[config.mk]
export PLATFORM = sky130hd
export DESIGN_NAME = reduce_acc
export DESIGN_NICKNAME = d
export VERILOG_FILES = /design/src/rtl/reduce_pkg.sv /design/src/rtl/reduce_acc_sat_add.sv /design/src/rtl/reduce_acc.sv
export SDC_FILE = /design/constraint.sdc
export NUM_CORES = 1
export LEC_CHECK = 0
export ABC_AREA = 1
export CORE_ASPECT_RATIO = 1.75
export CORE_MARGIN = 3
export CORE_UTILIZATION = 25
export CTS_CLUSTER_SIZE = 8
export DETAILED_ROUTE_END_ITERATION = 8
export PLACE_DENSITY_LB_ADDON = 0.1
export SYNTH_ARGS = -nofsm -noshare
export SYNTH_HDL_FRONTEND = slang
export SYNTH_SLANG_ARGS = --single-unit
[constraint.sdc]
create_clock -name CLK -period 3.6 [get_ports CLK]
set_input_delay 0.72 -clock CLK [delete_from_list [all_inputs] [get_ports CLK]]
set_output_delay 0.72 -clock CLK [all_outputs]
set_load 0.02 [all_outputs]
[src/rtl/reduce_pkg.sv]
// Shared types and constants for the reduce_acc streaming reduction stage.
package reduce_pkg;

  typedef enum logic {
    IDLE = 1'b0,
    ACC  = 1'b1
  } state_e;

  localparam int SAT_MAX_W = 64;

  // All-ones value of width w, used as the saturation clamp.
  function automatic logic [SAT_MAX_W-1:0] sat_ones(input int w);
    if (w >= SAT_MAX_W) return '1;
    return (64'd1 << w) - 64'd1;
  endfunction

endpackage

[src/rtl/reduce_acc_sat_add.sv]
// W-bit adder with carry out; clamps to all-ones on carry when
// REDUCE_ACC_SATURATE_EN is defined, otherwise wraps.
module sat_add
  import reduce_pkg::*;
#(
  parameter int W = 32
) (
  input  logic [W-1:0] a,
  input  logic [W-1:0] b,
  output logic [W-1:0] sum,
  output logic         carry
);

  logic [W:0] full;

  assign full  = {1'b0, a} + {1'b0, b};
  assign carry = full[W];

`ifdef REDUCE_ACC_SATURATE_EN
  localparam logic [W-1:0] SAT = W'(sat_ones(W));
  // A clamped accumulator re-carries on any non-zero addend, so it stays clamped.
  assign sum = carry ? SAT : full[W-1:0];
`else
  assign sum = full[W-1:0];
`endif

endmodule

[src/rtl/reduce_acc.sv]
// Streaming group reducer: sums LEN accepted elements (or up to FLUSH) and
// emits one registered result per group. Optional macro: REDUCE_ACC_SATURATE_EN.
module reduce_acc
  import reduce_pkg::*;
#(
  parameter int N     = 16,
  parameter int W_ACC = 32,
  parameter int LEN_W = 16
) (
  input  logic             CLK,
  input  logic             RST,
  input  logic             EN,
  input  logic             R_IN,
  input  logic [N-1:0]     D_IN,
  input  logic [LEN_W-1:0] LEN,
  input  logic             FLUSH,
  output logic             R_OUT,
  output logic [W_ACC-1:0] D_OUT,
  output logic             OVF
);

  state_e             state_q, state_d;
  logic [LEN_W-1:0]   len_q, len_d;
  logic [LEN_W-1:0]   cnt_q, cnt_d;
  logic [W_ACC-1:0]   acc_q, acc_d;
  logic               ovf_q, ovf_d;
  logic               r_out_q, r_out_d;
  logic [W_ACC-1:0]   d_out_q, d_out_d;
  logic               ovf_out_q, ovf_out_d;

  logic [W_ACC-1:0]   add_a, add_sum;
  logic               add_carry;
  logic [LEN_W-1:0]   len_new;
  logic               accept, emit;

  // Opening a group adds to zero, so the same adder serves load and accumulate.
  assign add_a   = (state_q == IDLE) ? '0 : acc_q;
  assign accept  = EN & R_IN;
  assign len_new = (LEN == '0) ? LEN_W'(1) : LEN;

  sat_add #(.W(W_ACC)) u_add (
    .a     (add_a),
    .b     (W_ACC'(D_IN)),
    .sum   (add_sum),
    .carry (add_carry)
  );

  always_comb begin
    state_d   = state_q;
    len_d     = len_q;
    cnt_d     = cnt_q;
    acc_d     = acc_q;
    ovf_d     = ovf_q;
    d_out_d   = d_out_q;
    ovf_out_d = ovf_out_q;
    r_out_d   = 1'b0;
    emit      = 1'b0;
    if (EN) begin
      unique case (state_q)
        IDLE: begin
          if (accept) begin
            len_d = len_new;
            acc_d = add_sum;
            cnt_d = LEN_W'(1);
            ovf_d = add_carry;
            if (len_new == LEN_W'(1) || FLUSH) emit = 1'b1;
            else                               state_d = ACC;
          end
        end
        ACC: begin
          if (accept) begin
            acc_d = add_sum;
            cnt_d = cnt_q + LEN_W'(1);
            ovf_d = ovf_q | add_carry;
            if (cnt_q + LEN_W'(1) == len_q || FLUSH) emit = 1'b1;
          end else if (FLUSH) begin
            emit = 1'b1;
          end
          if (emit) state_d = IDLE;
        end
        default: state_d = IDLE;
      endcase
    end
    if (emit) begin
      r_out_d   = 1'b1;
      d_out_d   = acc_d;
      ovf_out_d = ovf_d;
    end
  end

  always_ff @(posedge CLK) begin
    if (RST) begin
      state_q   <= IDLE;
      len_q     <= LEN_W'(1);
      cnt_q     <= '0;
      acc_q     <= '0;
      ovf_q     <= 1'b0;
      r_out_q   <= 1'b0;
      d_out_q   <= '0;
      ovf_out_q <= 1'b0;
    end else begin
      state_q   <= state_d;
      len_q     <= len_d;
      cnt_q     <= cnt_d;
      acc_q     <= acc_d;
      ovf_q     <= ovf_d;
      r_out_q   <= r_out_d;
      d_out_q   <= d_out_d;
      ovf_out_q <= ovf_out_d;
    end
  end

  assign R_OUT = r_out_q;
  assign D_OUT = d_out_q;
  assign OVF   = ovf_out_q;

endmodule

==> results.toml, run 1 <==
[synth]
synth_area_leaders = "dfxtp_1, nand2_1, nor2_1, inv_1, a21oi_1"
seq_area_frac_synth_pct = 33.0
ys_top_cells_by_count = "nand2_1, nor2_1, inv_1, dfxtp_1, a21oi_1"
synth-main-ff-cell = "dfxtp_1"
synth-seq-cells = 100
post-synth-top-count-cell = "nand2_1"
synth_area_mm2 = 0.00607
syn_area_per_cell_um2 = 6.14
yosysTopAreaCell = "dfxtp_1"
yosysUniqueCellTypes = 39
yosysWarningCount = 0
synth-edff-count = 0
synthArstFlopShare_pct = 0
netlist_instances = 990
syn_nets = 1045
synth.top_cell.area_share_pct = 33.0

[power_and_ir_drop]
p_leak_nw = 3.34
p_comb_share_pct = 16.0
max-vdd-ir-drop_mv = 0.217
p_int_mw = 1.82
swShare_pct = 29.8
p_clk_share_pct = 38.3
finalPower_mw = 2.59
seqPwrFrac_pct = 45.7
p_switching_mw = 0.774
power-per-cell-area_mw_per_mm2 = 347

[setup_path]
rr_worst_depth = 16
cp.arrival_ns = 3.28
critPathKind = "in2reg"
worstSetupPathDepth = 15
endpoint_kind = "register"
cp_slowest_cell = "clkdlybuf4s50_1"
path_buf_inv = 2
cpMostUsedCell = "nand2_1"
crit_required_ns = 3.85
slowest_delay_ns = 0.46
cp_max_fo = 4
crit_chain = "clkdlybuf4s50_1, ha_1, fa_1, nand2_1, o21ai_0, nand2_1, nor2_1, nor2_1, o21ai_0, buf_4, nand2_1, o21ai_0, nand3_1, nand2_1, nor2_1"
cpLargestDelayFamily = "compound AO/OA/AOI/OAI gates"
start_kind = "primary input"

[hold_path]
worstHoldPathType = "reg2reg"
hold_depth = 2

[timing]
maxSlewHeadroom_pct = 52.4
rsz0062_at_grt = "no"
final-hold-violation-count = 0
worst_slew_pin_slew_ns = 0.714
fin_setup_tns_ns = 0
maxSlewViolCount = 0
clock_skew_ns = 0.0134
period_share_pct = 84.1
max_freq_mhz = 330
setup_viol = 0
min_period_ns = 3.03

[run]
maxCapViolations = 0

[clock_network]
htree_levels = 3
insertion_delay_ns = 0.36
clk_pin_slew_worst_paths_ns = 0.08
clk_path_buf_depth = 2
cts_tree = "done"
cts_made_buffers = 9
cts-resized-gates = 0
ctsHoldBuffers = 0
root_buffer = "clkbuf_16"
postCtsSetupRepairBufs = 0
clkSinkCount = 100

[floorplan]
rows = 74
num_io_pins = 71
initial_core_util_pct = 25.7
die-area_mm2 = 0.0263
fp.dieH_um = 212
fp.dieW_um = 124
coreArea_mm2 = 0.0236

[global_route]
grt_overflow = 0
grt_max_degree = 55
antenna_found_initial = 0
grt_pass1_vias = 6433
grt_pass1_wl_mm = 34.9
grtUsageTotal_pct = 17.8

[route]
postRouteAntennaNets = 0
num_vias = 6280
via_per_inst = 4.60
remaining_drc_errors = 0
wl_mm = 22.4
drt-initial-drc-count = 287
dr.pass1.iters = 4
wl_per_cell_um = 16.4

[cells_and_area]
antennaDiodeCount = 0
postLayoutCoreUtil_pct = 31.7
drive_above_1_share_pct = 5.47
syn2layout_area_growth_pct = 23.1
fin_nets = 1110

[placed_design]
place_congestion = 0.842
numPortBuffers = 70
place_hpwl_mm = 17.4

[outcome]
outcome = "completed"
==> cell usage in the layout, fill, tap and decap left out, types with 2 or more instances in the layout <==
| master | instances |
|---|---|
| nand2_1 | 272 |
| nor2_1 | 161 |
| inv_1 | 121 |
| dfxtp_1 | 100 |
| a21oi_1 | 78 |
| nand3_1 | 73 |
| clkdlybuf4s50_1 | 69 |
| o21ai_0 | 36 |
| buf_4 | 19 |
| ha_1 | 17 |
| nand4_1 | 15 |
| clkbuf_16 | 9 |
| xor2_1 | 8 |
| nand3b_1 | 8 |
| nor4_1 | 7 |
| nor3_1 | 6 |
| nand2_2 | 6 |
| xnor2_1 | 5 |
| a21o_1 | 4 |
| nor2_2 | 4 |
| and2_1 | 4 |
| nor2_4 | 3 |
| o21bai_1 | 3 |
| inv_2 | 2 |
| o211ai_1 | 2 |
| o21a_1 | 2 |
| mux2i_1 | 2 |
| o21bai_2 | 2 |
| o22ai_1 | 2 |
| inv_6 | 2 |
| clkinvlp_4 | 2 |
| buf_12 | 2 |
==> metrics by stage <==
step                      area [um2]  instances  hold slack (ns)  setup slack [ns]
after global routing            7480       1364            0.496             0.270
after floorplan                 6070        990            0.446             0.741
after CTS                       7480       1364            0.486             0.566
final                           7480       1364            0.482             0.572
after global placement          7190       1348            0.465             0.240
after detailed placement        7190       1348            0.471             0.189
==> worst reg2reg max path: cells and delay by family, from the launching register on <==
family | cells | cell delay (ns)
adder cells (fa/ha/maj) | 1 | 0.26
flip-flops | 1 | 0.47
AND/OR/NAND/NOR | 9 | 0.77
buffers and inverters | 3 | 0.49
AO/OA/AOI/OAI | 3 | 0.77
==> routing by layer <==
metal	GRT usage (%)	wire, um
met5	0	0
met4	10.1	1280
met1	16.2	7640
met2	35.6	12800
met3	2.77	609
==> power by group through the flow <==
| stage | Sequential [mW] | Combinational, mW | Clock [mW] |
|---|---|---|---|
| 2_1_floorplan | 1.23 | 0.201 | 0 |
| 3_3_place_gp | 1.21 | 0.426 | 0 |
| 3_5_place_dp | 1.21 | 0.424 | 0 |
| 4_1_cts | 1.19 | 0.427 | 1.04 |
| 5_1_grt | 1.19 | 0.464 | 1.08 |
| 6_report | 1.18 | 0.415 | 0.995 |
==> cell type report <==
class,instances,area (um2)
fillers,2723,16100
clock inverters,5,43.8
inverters,124,465
flip-flops and latches,100,2000
clock buffers,11,243
repair buffers,91,878
multi-input cells,729,3460
well taps,304,380
==> registers in the layout (all words and copies together) (netlist names) <==
name	count
R_OUT	1
OVF	1
D_OUT	32
ovf_q	1
state_q	1
cnt_q	16
len_q	16
acc_q	32
==> path summary, 6_finish.rpt <==
check,start,slack [ns],endpoint
hold reg to reg,len_q[13]$_SDFFE_PP0P_,0.48,len_q[13]$_SDFFE_PP0P_
setup / recovery,D_IN[0],0.57,D_OUT[16]$_SDFFE_PP0P_
hold / removal,len_q[13]$_SDFFE_PP0P_,0.48,len_q[13]$_SDFFE_PP0P_
setup reg to reg,state_q$_SDFFE_PP0P_,0.74,D_OUT[16]$_SDFFE_PP0P_
==> cell families after synthesis <==
| family | Yosys count | share of synthesized area [%] |
|---|---|---|
| fa+ha+maj | 18 | 3.83 |
| flops | 100 | 33.0 |
| mux | 2 | 0.330 |
| simple gates | 562 | 38.9 |
| compound gates | 134 | 11.9 |
| xor+xnor | 13 | 1.87 |
| buf+inv | 161 | 10.2 |
Power figures use the tool's default switching activity.
==> run 2, diff against run 1 <==
==> constraint.sdc (replaced) <==
create_clock -name CLK -period 2.9 [get_ports CLK]
set_input_delay 0.58 -clock CLK [delete_from_list [all_inputs] [get_ports CLK]]
set_output_delay 0.58 -clock CLK [all_outputs]
set_load 0.02 [all_outputs]
==> run 2 against run 1 <==
Compared with the run above:
- clock power rose by 41%
- combinational power rose by 34%
- setup slack got worse by 0.32 ns
- design area grew 5.9%
- total power up 32%
- register-to-register slack lost 0.46 ns
- critical endpoint is now D_OUT[22]$_SDFFE_PP0P_
- largest cell class unchanged
- largest power group unchanged
==> results.toml, run 2 (synthesized netlist as in run 1, its figures left out) <==
[outcome]
outcome = "completed"

[setup_path]
crit_chain = "clkdlybuf4s50_1, ha_1, fa_1, buf_4, inv_1, nor2_1, nor2_1, inv_1, nand3_1, nand2_1, nand2_1, nand2_1, nand2_1, o21ai_0, nand2_1, inv_1, nor2_1, nor2_1"
slowest_delay_ns = 0.40
cp_slowest_cell = "clkdlybuf4s50_1"
worstSetupPathDepth = 18
endpoint_kind = "register"
crit_required_ns = 3.16
critPathKind = "in2reg"
cpLargestDelayFamily = "simple AND/OR/NAND/NOR gates"
rr_worst_depth = 17
cpMostUsedCell = "nand2_1"
cp_max_fo = 4
cp.arrival_ns = 2.91
path_buf_inv = 5
r2r_slack_ns = 0.28
start_kind = "primary input"

[timing]
clock_skew_ns = 0.0129
min_period_ns = 2.65
setup_viol = 0
max_freq_mhz = 378
worst_slew_pin_slew_ns = 0.721
maxSlewViolCount = 0
final-hold-violation-count = 0
rsz0062_at_grt = "no"
maxSlewHeadroom_pct = 51.9
period_share_pct = 91.3

[cells_and_area]
antennaDiodeCount = 0
syn2layout_area_growth_pct = 30.4
final_cell_mix = "nand2_1, nor2_1, inv_1"
fin_nets = 1158
drive_above_1_share_pct = 10.0
postLayoutCoreUtil_pct = 33.5
regArea_mm2 = 0.00200
multi_input_area_mm2 = 0.00348
nFillCells = 2639
final_common_cell = "nand2_1"
finalNonFillerCells = 1412

[clock_network]
clk_pin_slew_worst_paths_ns = 0.07
cts_made_buffers = 9
htree_levels = 3
cts-resized-gates = 0
insertion_delay_ns = 0.37
ctsHoldBuffers = 0
postCtsSetupRepairBufs = 0
cts_tree = "done"
root_buffer = "clkbuf_16"
clkSinkCount = 100
clk_path_buf_depth = 2

[route]
drt-initial-drc-count = 252
wl_mm = 22.7
postRouteAntennaNets = 0
dr.pass1.iters = 4
wl_per_cell_um = 16.1
remaining_drc_errors = 0
via_per_inst = 4.51
num_vias = 6375

[floorplan]
coreArea_mm2 = 0.0236
rows = 74
initial_core_util_pct = 25.7
num_io_pins = 71
fp.dieW_um = 124
fp.dieH_um = 212
die-area_mm2 = 0.0263

[global_route]
antenna_found_initial = 0
grt_overflow = 0
grt_pass1_vias = 6472
grt_pass1_wl_mm = 34.8
grt_max_degree = 55
grtUsageTotal_pct = 17.8

[power_and_ir_drop]
power-per-cell-area_mw_per_mm2 = 433
swShare_pct = 28.8
p_comb_share_pct = 16.2
finalPower_mw = 3.43
p_clk_share_pct = 40.9
p_switching_mw = 0.987
p_int_mw = 2.45
max-vdd-ir-drop_mv = 0.276
seqPwrFrac_pct = 42.9
p_leak_nw = 3.61

[placed_design]
dpl.cell_count = 1396
place_congestion = 0.843
numPortBuffers = 70
place_hpwl_mm = 17.9

[hold_path]
worstHoldPathType = "reg2reg"
hold_depth = 2

[run]
maxCapViolations = 0
[run 2: worst paths after layout]
| check | to | from |
|---|---|---|
| min reg2reg | len_q[2]$_SDFFE_PP0P_ | len_q[2]$_SDFFE_PP0P_ |
| max reg2reg | D_OUT[22]$_SDFFE_PP0P_ | cnt_q[1]$_SDFFE_PP0P_ |
| max | D_OUT[22]$_SDFFE_PP0P_ | D_IN[0] |
| min | len_q[2]$_SDFFE_PP0P_ | len_q[2]$_SDFFE_PP0P_ |
[run 2: layer usage]
metal	up-vias	share of wire, %	global-route usage [%]	wire, um
met5	-	0	0	0
met1	2889	35	16.2	7880
met4	0	3.3	7.30	753
met2	91	60	37.3	13600
met3	28	2.4	2.37	544
li1	3367	-	-	-
[run 2: layout make-up]
| class | count | share of cell area [%] |
|---|---|---|
| multi-input combinational | 729 | 43.9 |
| tap | 304 | 4.80 |
| inverter | 124 | 5.88 |
| sequential | 100 | 25.3 |
| clock inverter | 7 | 1.31 |
| timing repair buffer | 139 | 16.0 |
| clock buffer | 9 | 2.84 |
[run 2: per-stage QoR]
| step | worst slack [ns] | TNS (ns) | area [um2] | hold WS, ns |
|---|---|---|---|---|
| 2_1_floorplan | 0.0405 | 0 | 6070 | 0.446 |
| 3_3_place_gp | -0.240 | -1.62 | 7580 | 0.466 |
| 3_5_place_dp | -0.210 | -1.33 | 7580 | 0.468 |
| 4_1_cts | 0.0941 | 0 | 7910 | 0.480 |
| 5_1_grt | 0.0107 | 0 | 7920 | 0.509 |
| 6_report | 0.253 | 0 | 7920 | 0.475 |
[run 2: power groups by stage]
stage | logic (mW) | registers (mW) | clock network (mW)
floorplan | 0.249 | 1.53 | 0
global placement | 0.568 | 1.51 | 0
detailed placement | 0.566 | 1.50 | 0
CTS | 0.570 | 1.47 | 1.45
global route | 0.620 | 1.48 | 1.49
finish | 0.558 | 1.47 | 1.40
[run 2: worst min-delay path: cells and delay by family (launching register included)]
family	cells	cell delay, ns
flops	1	0.31
compound gates	1	0.05
buf+inv	1	0.06
==> run 3, diff against run 2 <==
--- a/config.mk
+++ b/config.mk
@@ -8,7 +8,7 @@
 export ABC_AREA = 1
 export CORE_ASPECT_RATIO = 1.75
 export CORE_MARGIN = 3
-export CORE_UTILIZATION = 25
+export CORE_UTILIZATION = 57
 export CTS_CLUSTER_SIZE = 8
 export DETAILED_ROUTE_END_ITERATION = 8
 export PLACE_DENSITY_LB_ADDON = 0.1
==> run 3 against run 2 <==
Compared with the run above:
- register-to-register slack better by 0.04 ns
- first-iteration DRC count increased by 38%
- die area fell by 54%
- wire length shrank 19%
- sequential power hardly changed
- total power down 6.7%
- highest routed layer unchanged
==> results.toml, run 3 (synthesized netlist as in run 1, its figures left out) <==
[placed_design]
dpl.cell_count = 1198
place_hpwl_mm = 14.1
place_congestion = 0.945
numPortBuffers = 70

[global_route]
grt_pass1_wl_mm = 29.5
grtUsageTotal_pct = 31.3
grt_max_degree = 55
grt_overflow = 0
grt_pass1_vias = 6386
antenna_found_initial = 0

[cells_and_area]
final_cell_mix = "nand2_1, nor2_1, inv_1"
syn2layout_area_growth_pct = 23.3
antennaDiodeCount = 0
regArea_mm2 = 0.00200
finalNonFillerCells = 1214
drive_above_1_share_pct = 8.00
multi_input_area_mm2 = 0.00346
fin_nets = 1137
nFillCells = 953
final_common_cell = "nand2_1"

[power_and_ir_drop]
finalPower_mw = 3.20
power-per-cell-area_mw_per_mm2 = 427
max-vdd-ir-drop_mv = 0.357
p_leak_nw = 3.49

[hold_path]
worstHoldStart = "len_q[14]$_SDFFE_PP0P_"
hold_depth = 2
worstHoldPathType = "reg2reg"
min_to = "len_q[14]$_SDFFE_PP0P_"

[timing]
final-hold-violation-count = 0
max_freq_mhz = 387
setup_viol = 0
worst_slew_pin_slew_ns = 0.663
min_period_ns = 2.59
maxSlewViolCount = 0
rsz0062_at_grt = "no"
clock_skew_ns = 0.00715
period_share_pct = 89.2
maxSlewHeadroom_pct = 55.8

[setup_path]
endpoint_kind = "register"
cp-startpoint = "LEN[6]"
r2r_end = "D_OUT[27]$_SDFFE_PP0P_"
path_buf_inv = 1
r2r_slack_ns = 0.32
worstSetupPathDepth = 12
critPathKind = "in2reg"
rr_worst_depth = 18
reg2reg_from = "state_q$_SDFFE_PP0P_"
cp.arrival_ns = 2.84
cp_max_fo = 27
cp_slowest_cell = "clkdlybuf4s50_1"
start_kind = "primary input"
cpLargestDelayFamily = "simple AND/OR/NAND/NOR gates"
slowest_delay_ns = 0.42
crit_chain = "clkdlybuf4s50_1, nor2_1, nand2_1, nor3_1, nand4_1, nand2_1, a21o_1, nand2_1, o21ai_2, nand2_4, nor2_1, nor2_1"
crit_required_ns = 3.15

[route]
wl_per_cell_um = 15.2
num_vias = 6530
wl_mm = 18.4
postRouteAntennaNets = 0
drt-initial-drc-count = 349
via_per_inst = 5.38
dr.pass1.iters = 5
remaining_drc_errors = 0

[clock_network]
clkSinkCount = 100
cts_made_buffers = 9
htree_levels = 3
clk_pin_slew_worst_paths_ns = 0.08
insertion_delay_ns = 0.35
cts_tree = "done"
clk_path_buf_depth = 2
root_buffer = "clkbuf_16"

[floorplan]
die-area_mm2 = 0.0120
rows = 49
fp.dieW_um = 84.0
initial_core_util_pct = 58.6
coreArea_mm2 = 0.0104
num_io_pins = 71
fp.dieH_um = 143

[outcome]
outcome = "completed"

[run]
maxCapViolations = 0
## run 3: cell count changes in the layout (fill, tap and decap cells not counted), moves of 2 or more
cell | previous run | this run
clkinv_8 | 0 | 2
buf_4 | 65 | 44
bufinv_16 | 2 | 0
o21ai_2 | 1 | 3
o21ai_1 | 3 | 1
## run 3: area by class of cell
cell class	instances	area share, %
timing repair buffer	118	14.8
multi-input combinational	729	46.2
clock buffer	9	3.01
tap	127	2.12
sequential	100	26.7
clock inverter	7	0.985
inverter	124	6.21
## run 3: how the worst max path moves through the flow
stage	end	slack, ns
after CTS	D_OUT[28]$_SDFFE_PP0P_	0.13
after detailed placement	D_OUT[28]$_SDFFE_PP0P_	-0.16
after floorplan	D_OUT[16]$_SDFFE_PP0P_	0.04
after global placement	OVF$_SDFFE_PP0P_	-0.1
after global routing	D_OUT[27]$_SDFFE_PP0P_	0.04
final	D_OUT[8]$_SDFFE_PP0P_	0.31
## run 3: through the flow
stage               area, um2  util [%]  hold WS, ns  worst slack, ns  setup TNS, ns
floorplan                6070         -        0.446           0.0405              0
global placement         7190      69.4        0.462          -0.0958         -0.482
detailed placement       7190      69.4        0.468           -0.159         -0.832
CTS                      7490      72.2        0.482            0.127              0
global route             7490      72.3        0.496           0.0355              0
finish                   7490      72.3        0.481            0.314              0
## run 3: per-layer routing
layer / global-route usage [%] / vias to the layer above / routed length (um)
met1: 29.1 / 2918 / 6100
li1: - / 3320 / -
met2: 56.9 / 199 / 9620
met3: 4.29 / 93 / 675
met5: 0 / - / 0
met4: 30.0 / 0 / 1990
## run 3: worst register-to-register path: stages, from the launching register on
cell	delay, ns
dfxtp_2	0.36
buf_12	0.17
nand2_1	0.07
inv_1	0.05
ha_1	0.35
nand3_1	0.11
nand2_1	0.14
nand2_1	0.06
nand2_1	0.12
nand2_1	0.09
nand2_1	0.10
nand2_1	0.06
nand2_1	0.08
buf_4	0.14
nand2_1	0.05
nor2_1	0.16
xor2_1	0.23
nor2_1	0.07
nor2_1	0.11
## run 3: report_power, final
group          switching, mW  total (mW)  internal, mW
sequential            0.0371        1.47          1.43
combinational          0.298       0.523         0.225
clock                  0.603        1.21         0.607
## run 3: repair_timing
action / in CTS / in global routing
setup endpoints to repair: 0 / 10
hold buffers: 0 / 0
setup buffers: 0 / 0
gates resized for setup: 0 / 3
==> edit, RTL diff (settings of run 2) <==
The option `REDUCE_ACC_SATURATE_EN` is turned on by a define.
--- a/src/rtl/reduce_acc_sat_add.sv
+++ b/src/rtl/reduce_acc_sat_add.sv
@@ -1,4 +1,6 @@
 // W-bit adder with carry out; clamps to all-ones on carry when
 // REDUCE_ACC_SATURATE_EN is defined, otherwise wraps.
+`define REDUCE_ACC_SATURATE_EN
+
 module sat_add
   import reduce_pkg::*;
Check against the original RTL: same outputs for any inputs over 4 cycles, from zero or initial values and one cycle with RST high; that may be too few to reach the edited logic, so the function may still have changed.
==> edit against run 2 <==
Sequential cell count unchanged; worst setup slack worse by 34 ps; die area up 3.0%; global-route usage down 0.35 points; count of clock-buffer cells in the layout up 4; total power down 2.0%; maximum frequency down 1.3%; wire length up 3.6%; highest routed layer unchanged; final area up 6.1%; sequential share of layout area down 1.5 points; synthesized area up 3.2%; clock power down 12%; synthesized cell count up 3.1%.
==> edit: results (changes against run 2) <==
Leakage=0.00396 uW (+9.5%); sequential-to-total area share from yosys stat=31.9% (-1.0 points); syn nets=1076 (+3.0%); min-delay worst type=register to register; total grt overflow=0 (unchanged); Reg-to-Reg Start=state_q; post-synthesis cell type count=38 (-2.6%); Crit Path Max Fanout=7 (+3); Iter 0 DRT Violations=291 (+15%); Total GRT Usage=17.5% (-0.35 points); Root Driver=clkbuf_16; largest vdd supply drop=0.242 mV (-12%); vias in the first global route=6819 (+5.4%); reg-to-reg endpoint=D_OUT[27]; skew final=9.06 ps (-3.83 ps); Synth area leaders=dfxtp_1 (32%), nand2_1 (19%), nor2_1 (8.3%); largest net degree at the start of global routing=48 (-13%); postcts setup bufs=0 (unchanged); layout net count=1234 (+6.6%); outcome=completed; DP Area=8100 um2 (+6.9%); routed length per placed instance=15.7 um (-2.2%); Commonest cells post-synth=nand2_1 (310), nor2_1 (138), inv_1 (122); number of I/O port buffers=70 (unchanged); Slew @ Worst Pin=551 ps (-171 ps); Worst Path Arrival=2940 ps (+30 ps); Clk pin slew, worst setup/hold paths=70 ps (about the same); worst hold path startpoint=len_q[15]; Endpoint, Worst Hold=len_q[15]; reg2reg setup slack=250 ps (-30 ps); routability-driven placement congestion ratio=0.883 (+4.7%); hold path depth=2 (unchanged); ANT cells=0 (unchanged); share of cells above drive strength 1=13.0% (+3.0 points); pre-CTS setup slack=-331 ps (-121 ps); first-pass GRT wire length=36.4 mm (+4.5%); DR vias/cell=4.54 (+0.66%); filler cell count=2775 (+5.2%); dpl hpwl=18.8 mm (+5.5%)
edit: kinds of logic after synthesis:
| group | synth area share [%] |
|---|---|
| simple gates | 40.6 |
| buf+inv | 10.2 |
| compound gates | 10.5 |
| flops | 31.9 |
| xor+xnor | 3.04 |
| fa+ha+maj | 3.71 |
edit: how the worst max path moves through the flow:
stage               startpoint   endpoint  slack (ps)  cells past startpoint
detailed placement     D_IN[7]  D_OUT[22]        -330                     15
global placement       D_IN[7]  D_OUT[22]        -360                     15
floorplan              state_q   D_OUT[2]           6                     19
global route           D_IN[9]  D_OUT[12]           1                     17
CTS                    state_q  D_OUT[22]          20                     17
finish                 D_IN[0]   D_OUT[2]         220                     15
edit: layout make-up:
class | instances | share of cell area (%)
tap | 312 | 4.64
sequential | 100 | 23.8
timing repair buffer | 185 | 19.0
clock buffer | 13 | 3.10
clock inverter | 3 | 0.342
inverter | 124 | 5.54
multi-input combinational | 759 | 43.5
edit: power breakdown:
part           leakage [uW]  switching [uW]  internal [uW]
logic               0.00300             348            292
clock network      0.000142             592            643
registers          0.000817            46.6           1440
edit: worst max-delay path, delay by kind of cell:
kind / cells / cell delay, ps
fa+ha+maj: 2 / 600
compound gates: 3 / 480
buf+inv: 3 / 720
simple gates: 7 / 550
edit: timing repair:
action / CTS / global route
gates resized for setup: 0 / 7
hold buffers: 0 / 0
setup endpoints to repair: 0 / 27
edit: metal layers:
| metal | global-route usage, % | vias up | wire length, um |
|---|---|---|---|
| li1 | - | 3553 | - |
| met1 | 15.9 | 3103 | 8270 |
| met2 | 35.8 | 103 | 13500 |
| met3 | 2.23 | 40 | 512 |
| met4 | 9.80 | 0 | 1270 |
| met5 | 0 | - | 0 |
edit: through the flow:
stage,power [uW],util [%],setup TNS [ps],hold WS [ps],cells
finish,3360,34.1,0,467,1496
global route,3550,34.1,0,497,1496
CTS,3430,34.1,0,469,1496
detailed placement,2170,32.9,-6690,458,1480
global placement,2170,32.9,-7610,452,1480
floorplan,1850,-,0,441,1021
